$ cat config.mk
export PLATFORM = sky130hd
export DESIGN_NAME = cfg_bus_arbiter
export DESIGN_NICKNAME = d
export VERILOG_FILES = /design/src/rtl/cfg_bus_arbiter.sv
export SDC_FILE = /design/constraint.sdc
export NUM_CORES = 1
export LEC_CHECK = 0
export ABC_AREA = 1
export CAP_MARGIN = 15
export CORE_ASPECT_RATIO = 1.5
export CORE_UTILIZATION = 35
export CTS_CLUSTER_DIAMETER = 60
export DETAILED_ROUTE_END_ITERATION = 7
export PLACE_DENSITY = 0.74
export SLEW_MARGIN = 20
export SYNTH_ARGS = -nofsm -noshare
export SYNTH_HDL_FRONTEND = slang
export SYNTH_SLANG_ARGS = --single-unit
$ cat constraint.sdc
create_clock -name clk -period 2.1 [get_ports clk]
set_input_delay 0.42 -clock clk [delete_from_list [all_inputs] [get_ports clk]]
set_output_delay 0.42 -clock clk [all_outputs]
set_load 0.03 [all_outputs]
$ cat src/rtl/cfg_bus_arbiter.sv
// Two-master round-robin arbiter for the 32-bit management config bus (cs_n/ack_n four-phase).
// Optional slave-timeout abort is compiled in with `define CFG_ARB_TIMEOUT_EN.
module cfg_bus_arbiter #(
    parameter logic [15:0] TIMEOUT_CYC   = 16'd1024,
    parameter logic [31:0] TIMEOUT_RDATA = 32'hDEAD_BEEF
) (
    input  logic        clk,
    input  logic        rst_n,
    input  logic        m0_cs_n,
    input  logic        m0_rw,
    input  logic [31:0] m0_addr,
    input  logic [31:0] m0_wdata,
    output logic        m0_ack_n,
    output logic [31:0] m0_rdata,
    input  logic        m1_cs_n,
    input  logic        m1_rw,
    input  logic [31:0] m1_addr,
    input  logic [31:0] m1_wdata,
    output logic        m1_ack_n,
    output logic [31:0] m1_rdata,
    output logic        cfg_cs_n,
    output logic        cfg_rw,
    output logic [31:0] cfg_addr,
    output logic [31:0] cfg_wdata,
    input  logic        cfg_ack_n,
    input  logic [31:0] cfg_rdata,
    output logic        timeout_err,
    output logic [15:0] timeout_cnt
);

    localparam int unsigned AW = 32;
    localparam int unsigned DW = 32;

    localparam logic [1:0] IDLE     = 2'd0;
    localparam logic [1:0] WAIT_ACK = 2'd1;
    localparam logic [1:0] RELEASE  = 2'd2;

    if (TIMEOUT_CYC < 16'd2 || $isunknown(TIMEOUT_RDATA)) begin : g_bad_param
        $error("cfg_bus_arbiter: TIMEOUT_CYC must be >= 2 and TIMEOUT_RDATA fully specified");
    end

    logic [1:0]    state, state_d;
    logic          grant, grant_d;
    logic          last_grant, last_grant_d;
    logic          win;
    logic          done;
    logic [DW-1:0] done_rdata;
    logic          cfg_cs_n_d, cfg_rw_d;
    logic [AW-1:0] cfg_addr_d;
    logic [DW-1:0] cfg_wdata_d;
    logic          m0_ack_n_d, m1_ack_n_d;
    logic [DW-1:0] m0_rdata_d, m1_rdata_d;
`ifdef CFG_ARB_TIMEOUT_EN
    logic [15:0]   wait_cnt, wait_cnt_d;
    logic          timeout_err_d;
    logic [15:0]   timeout_cnt_d;
`endif

    // Next-state and next-output decode
    always_comb begin
        state_d      = state;
        grant_d      = grant;
        last_grant_d = last_grant;
        cfg_cs_n_d   = cfg_cs_n;
        cfg_rw_d     = cfg_rw;
        cfg_addr_d   = cfg_addr;
        cfg_wdata_d  = cfg_wdata;
        m0_ack_n_d   = m0_ack_n;
        m1_ack_n_d   = m1_ack_n;
        m0_rdata_d   = m0_rdata;
        m1_rdata_d   = m1_rdata;
        done         = 1'b0;
        done_rdata   = cfg_rdata;
`ifdef CFG_ARB_TIMEOUT_EN
        wait_cnt_d    = wait_cnt;
        timeout_err_d = 1'b0;
        timeout_cnt_d = timeout_cnt;
`endif
        // Sole requester wins; on a tie the master not served last time wins
        win = m0_cs_n ? 1'b1 : (m1_cs_n ? 1'b0 : ~last_grant);

        case (state)
            IDLE: begin
                if (!m0_cs_n || !m1_cs_n) begin
                    grant_d     = win;
                    cfg_rw_d    = win ? m1_rw : m0_rw;
                    cfg_addr_d  = win ? m1_addr : m0_addr;
                    cfg_wdata_d = win ? m1_wdata : m0_wdata;
                    cfg_cs_n_d  = 1'b0;
`ifdef CFG_ARB_TIMEOUT_EN
                    wait_cnt_d  = 16'd0;
`endif
                    state_d     = WAIT_ACK;
                end
            end
            WAIT_ACK: begin
`ifdef CFG_ARB_TIMEOUT_EN
                wait_cnt_d = wait_cnt + 16'd1;
`endif
                if (!cfg_ack_n) begin
                    done = 1'b1;
                end
`ifdef CFG_ARB_TIMEOUT_EN
                else if (wait_cnt == TIMEOUT_CYC - 16'd1) begin
                    done          = 1'b1;
                    done_rdata    = TIMEOUT_RDATA;
                    timeout_err_d = 1'b1;
                    if (timeout_cnt != 16'hFFFF) begin
                        timeout_cnt_d = timeout_cnt + 16'd1;
                    end
                end
`endif
            end
            RELEASE: begin
                if (grant ? m1_cs_n : m0_cs_n) begin
                    if (grant) m1_ack_n_d = 1'b1;
                    else       m0_ack_n_d = 1'b1;
                end
                if ((grant ? m1_ack_n : m0_ack_n) && cfg_ack_n) begin
                    last_grant_d = grant;
                    state_d      = IDLE;
                end
            end
            default: state_d = IDLE;
        endcase

        // Completion (slave ack or abort) answers the granted master
        if (done) begin
            cfg_cs_n_d = 1'b1;
            state_d    = RELEASE;
            if (grant) begin
                m1_ack_n_d = 1'b0;
                m1_rdata_d = done_rdata;
            end else begin
                m0_ack_n_d = 1'b0;
                m0_rdata_d = done_rdata;
            end
        end
    end

    always_ff @(posedge clk or negedge rst_n) begin
        if (!rst_n) begin
            state      <= IDLE;
            grant      <= 1'b0;
            last_grant <= 1'b1;
            cfg_cs_n   <= 1'b1;
            cfg_rw     <= 1'b0;
            cfg_addr   <= '0;
            cfg_wdata  <= '0;
            m0_ack_n   <= 1'b1;
            m1_ack_n   <= 1'b1;
            m0_rdata   <= '0;
            m1_rdata   <= '0;
        end else begin
            state      <= state_d;
            grant      <= grant_d;
            last_grant <= last_grant_d;
            cfg_cs_n   <= cfg_cs_n_d;
            cfg_rw     <= cfg_rw_d;
            cfg_addr   <= cfg_addr_d;
            cfg_wdata  <= cfg_wdata_d;
            m0_ack_n   <= m0_ack_n_d;
            m1_ack_n   <= m1_ack_n_d;
            m0_rdata   <= m0_rdata_d;
            m1_rdata   <= m1_rdata_d;
        end
    end

`ifdef CFG_ARB_TIMEOUT_EN
    always_ff @(posedge clk or negedge rst_n) begin
        if (!rst_n) begin
            wait_cnt    <= 16'd0;
            timeout_err <= 1'b0;
            timeout_cnt <= 16'd0;
        end else begin
            wait_cnt    <= wait_cnt_d;
            timeout_err <= timeout_err_d;
            timeout_cnt <= timeout_cnt_d;
        end
    end
`else
    assign timeout_err = 1'b0;
    assign timeout_cnt = 16'd0;
`endif

endmodule

Yosys cells after proc, flatten, opt, wreduce, memory -nomap -nowiden. Index checks and enable logic that the tools add are counted.

Bits in registers: 136. Input port bits: 167. Output and inout port bits: 149. Logic and storage cells: 57.

Eq/ne operators: 5. Multiplexer cells: 26. Bitwise logic cells: 2. Reduce and logical (&&, ||, !) cells: 13.

Operators by type and width (count): $mux 32 (2); $mux 1 (20); $reduce_and 2->1 (5); $mux 2 (3); $ne 3x3->1 const B (2); $pmux 2 s3 (1); $reduce_bool 2->1 (2); $reduce_and 3->1 (1); $eq 2x1->1 const B (1); $eq 2x2->1 const B (1); $logic_not 1->1 (2); $logic_not 2->1 (1); $ne 2x2->1 const B (1); $not 1->1 (2); $logic_and 1x1->1 (1); $logic_or 1x1->1 (1).

Logic depth before layout (Yosys ltp).
Depth in word-level cells: 5. Depth in mapped cells: 7.

Least setup slack after synthesis. No wires, ideal clock.

Path type: flip-flop to flip-flop. Start point: register last_grant. End point: register cfg_addr[0]. Library setup time: 0.117 ns. Data arrival time: 1.118 ns. Setup slack: 0.865 ns. Stages on the path, launching flop included: 8. Path buffers: 2. Path through: dfstp_2 -> inv_1 -> nand2_1 -> buf_4 -> buf_2 -> nand3_1 -> nand3_1 -> nand2_1.

Cells in the longest elaborated chain, start to end: 4.

Ends and longest elaborated chain: start, declared (line 44) `logic last_grant, last_grant_d;`; start signal, assigned (line 157) `last_grant <= last_grant_d;`; $not 1->1 (line 80) `win = m0_cs_n ? 1'b1 : (m1_cs_n ? 1'b0 : ~last_grant);`; $mux 1 (2 in a row) (line 80); $mux 32 (line 87) `cfg_addr_d = win ? m1_addr : m0_addr;`; end signal, assigned (line 160) `cfg_addr <= cfg_addr_d;`; end, declared (line 23) `output logic [31:0] cfg_addr,`.

Every way passes these cells. A chain may end at the register's enable or synchronous reset.

Final worst setup path.
Start point: register cfg_cs_n. End point: output port cfg_cs_n.

RTL lines: start, declared (line 21) `output logic cfg_cs_n,`; start signal, assigned (line 158) `cfg_cs_n <= cfg_cs_n_d;`.

No word-level cell between the ends.

==> results.toml <==
[synthesis]
synth_common_cells = "nand2_1 (407), inv_1 (140), nand3_1 (133), dfrtp_1 (132), buf_4 (25)"
netlist_area_mm2 = 0.00668
synth_fa_ha_area_frac = 0
synth_xor_area_frac = 0
synthTopCellsByArea = "dfrtp_1 (49%), nand2_1 (23%), nand3_1 (10%)"
yosys_warnings = 0
seq_area_frac_synth = 0.510
ys_async_sr_fraction = 1.00
syn_inst = 895
yosysTopAreaCell = "dfrtp_1"
postSynthAreaPerCell_um2 = 7.47
ys.flop_type = "dfrtp_1"
synth_compound_area_frac = 0.00206
synth_top_family_by_area = "simple AND/OR/NAND/NOR gates"
muxShareOfSynthArea = 0
synth_edf_count = 0
synth-seq-cells = 136
synth_top_cell_area_share = 0.494
ys_types = 20
synthSimpleGateAreaFrac = 0.339
synth_most_common_cell = "nand2_1"

[grt]
grt_pass1_wl_mm = 32.3
grt_max_degree = 68
track_usage = 0.215
grt-ovfl-total = 0
grt_pass1_vias = 6468
antenna_found_initial = 0

[sta]
finalCritPeriodShare = 0.981
setup_viol = 0
fmax_mhz = 485
maxSlewViolCount = 0
hold_violations = 0
worst_pin_slew_ns = 0.507
min_period_ns = 2.06
fin_skew_ns = 0.00809
setup_tns_ns = 0
rsz0062_at_grt = "no"
max_slew_margin = 0.662

[die]
pin_count = 316
row_count = 61
fp.dieW_um = 115
fp.coreArea_mm2 = 0.0186
floorplan.die.height_um = 171
start_util = 0.359
dieArea_mm2 = 0.0197

[cts]
cts.path.max_buffers = 2
cts_made_buffers = 17
ctsHtreeMaxLevel = 4
clk_pin_slew_ns = 0.06
clkSinkCount = 136
clock-root-buffer = "clkbuf_16"
cts_tree = "yes"
clkLatencyLatePin_ns = 0.42

[detailed_routing]
via_per_inst = 4.45
drc_errors = 0
via_count = 6441
firstDrtPassIters = 4
routed_wl_mm = 20.5
ant_nets = 0
drt_iter0_markers = 187
wl_per_cell_um = 14.2

[setup_path]
cp_data_arrival_time_ns = 1.64
timing.critical_path.buf_inv = 1
start_kind = "flip-flop"
slowest_delay_ns = 0.70
path_cells = "clkdlybuf4s50_1"
crit_family = "buffers and inverters"
rr_worst_depth = 6
worstReg2RegEnd = "cfg_addr[10]"
endpoint_kind = "output pin"
reg2reg_setup_slack_ns = 0.66
crit_slowest_cell = "clkdlybuf4s50_1"
crit_type = "flip-flop to output pin"
critPathMaxFanout = 2
worstReg2RegStart = "state[1]"
required_ns = 1.68

[pwr]
total_power_mw = 15.7
leakage_nw = 5.47
ir_drop_v = 0.000914
powerDensity_mw_per_mm2 = 1510

[min_path]
min_path_type = "flip-flop to flip-flop"
hold_end = "cfg_cs_n"
hold-path-cell-count = 2
min_from = "cfg_cs_n"

[run]
max_cap_viol_count = 0

[finish]
antenna_cells = 0
fillers = 1764
syn2layout_area_growth_pct = 55.5
final_cell_count_no_fill = 1446
final_layout_size_suffix_gt1_frac = 0.0536
final_nets = 1348

[placement]
gp_congestion = 0.808
dp_cells = 1413
dp_hpwl_mm = 14.3
io_buffers = 298

[run_status]
status = "complete, no violations"
## cells in the final DEF (no fill, tap or decap), drive strengths merged
cell / n
nand2: 410
clkdlybuf4s50: 295
inv: 149
nand3: 133
dfrtp: 132
clkbuf: 19
conb: 17
buf: 17
clkinvlp: 5
nor2: 5
dfstp: 4
o21ai: 2
nor3: 1
nand4: 1
clkinv: 1
dlygate4sd3: 1
dlygate4sd2: 1
dlymetal6s2s: 1
## registers in the layout, summed over array words and instances, names as in the netlist, named ones only
signal,flops
cfg_addr,32
cfg_cs_n,1
cfg_rw,1
cfg_wdata,32
grant,1
last_grant,1
m0_rdata,32
m1_rdata,32
state,2
## through the flow
step	area, µm²	hold WS (ns)	worst slack (ns)	utilization
after floorplan	6740	0.124	0.865	-
after global placement	9830	0.415	0.198	0.528
after detailed placement	9830	0.417	0.172	0.528
after CTS	10400	0.471	0.00195	0.558
after global routing	10400	0.489	0.00100	0.558
final	10400	0.472	0.0396	0.558
## worst register-to-register path, cell delays in order (launching register included)
cell	delay, ns
dfrtp_1	0.43
nor2_1	0.16
nand2_2	0.12
inv_2	0.09
buf_12	0.28
nand3_1	0.20
nand2_1	0.10
## power by group
| group | internal [mW] | switching [mW] |
|---|---|---|
| combinational | 3.23 | 5.01 |
| sequential | 3.90 | 0.730 |
| clock | 1.58 | 1.23 |
| total | 8.71 | 6.96 |
## kinds of logic (layout without fill, tap and decap cells)
group / Yosys count / in the layout
simple gates: 550 / 550
buf+inv: 206 / 489
flops: 136 / 136
compound gates: 2 / 2
other cells: 1 / 17
## worst max path at each step
stage	from	to	slack (ns)	depth (start not counted)
6_report	cfg_cs_n	cfg_cs_n	0.04	1
5_1_grt	cfg_cs_n	cfg_cs_n	0.001	1
4_1_cts	flip-flop	m1_ack_n	0.002	1
3_5_place_dp	m1_cs_n	cfg_addr[10]	0.17	7
3_3_place_gp	m1_cs_n	cfg_addr[10]	0.20	7
2_1_floorplan	last_grant	cfg_addr[0]	0.86	7
## per-layer routing
layer | global-route usage | share of wire
met1 | 0.225 | 0.38
met2 | 0.406 | 0.53
met3 | 0.0592 | 0.062
met4 | 0.0751 | 0.023
met5 | 0 | 0
## what timing repair did
action / 4_1_cts / 5_1_grt
endpoints found under the setup margin: 1 / 1
hold endpoints to repair: 45 / 0
setup buffers: 0 / 0
hold buffers: 1 / 0
gates resized for setup: 1 / 1
## layout make-up
class | count | area (µm²) | area share
repair buffers | 315 | 3230 | 0.311
clock inverters | 13 | 113 | 0.0108
inverters | 142 | 533 | 0.0513
well taps | 252 | 315 | 0.0303
clock buffers | 19 | 443 | 0.0426
multi-input cells | 569 | 2350 | 0.226
flip-flops and latches | 136 | 3410 | 0.328
Note: power is estimated with default switching activity, not from simulation.
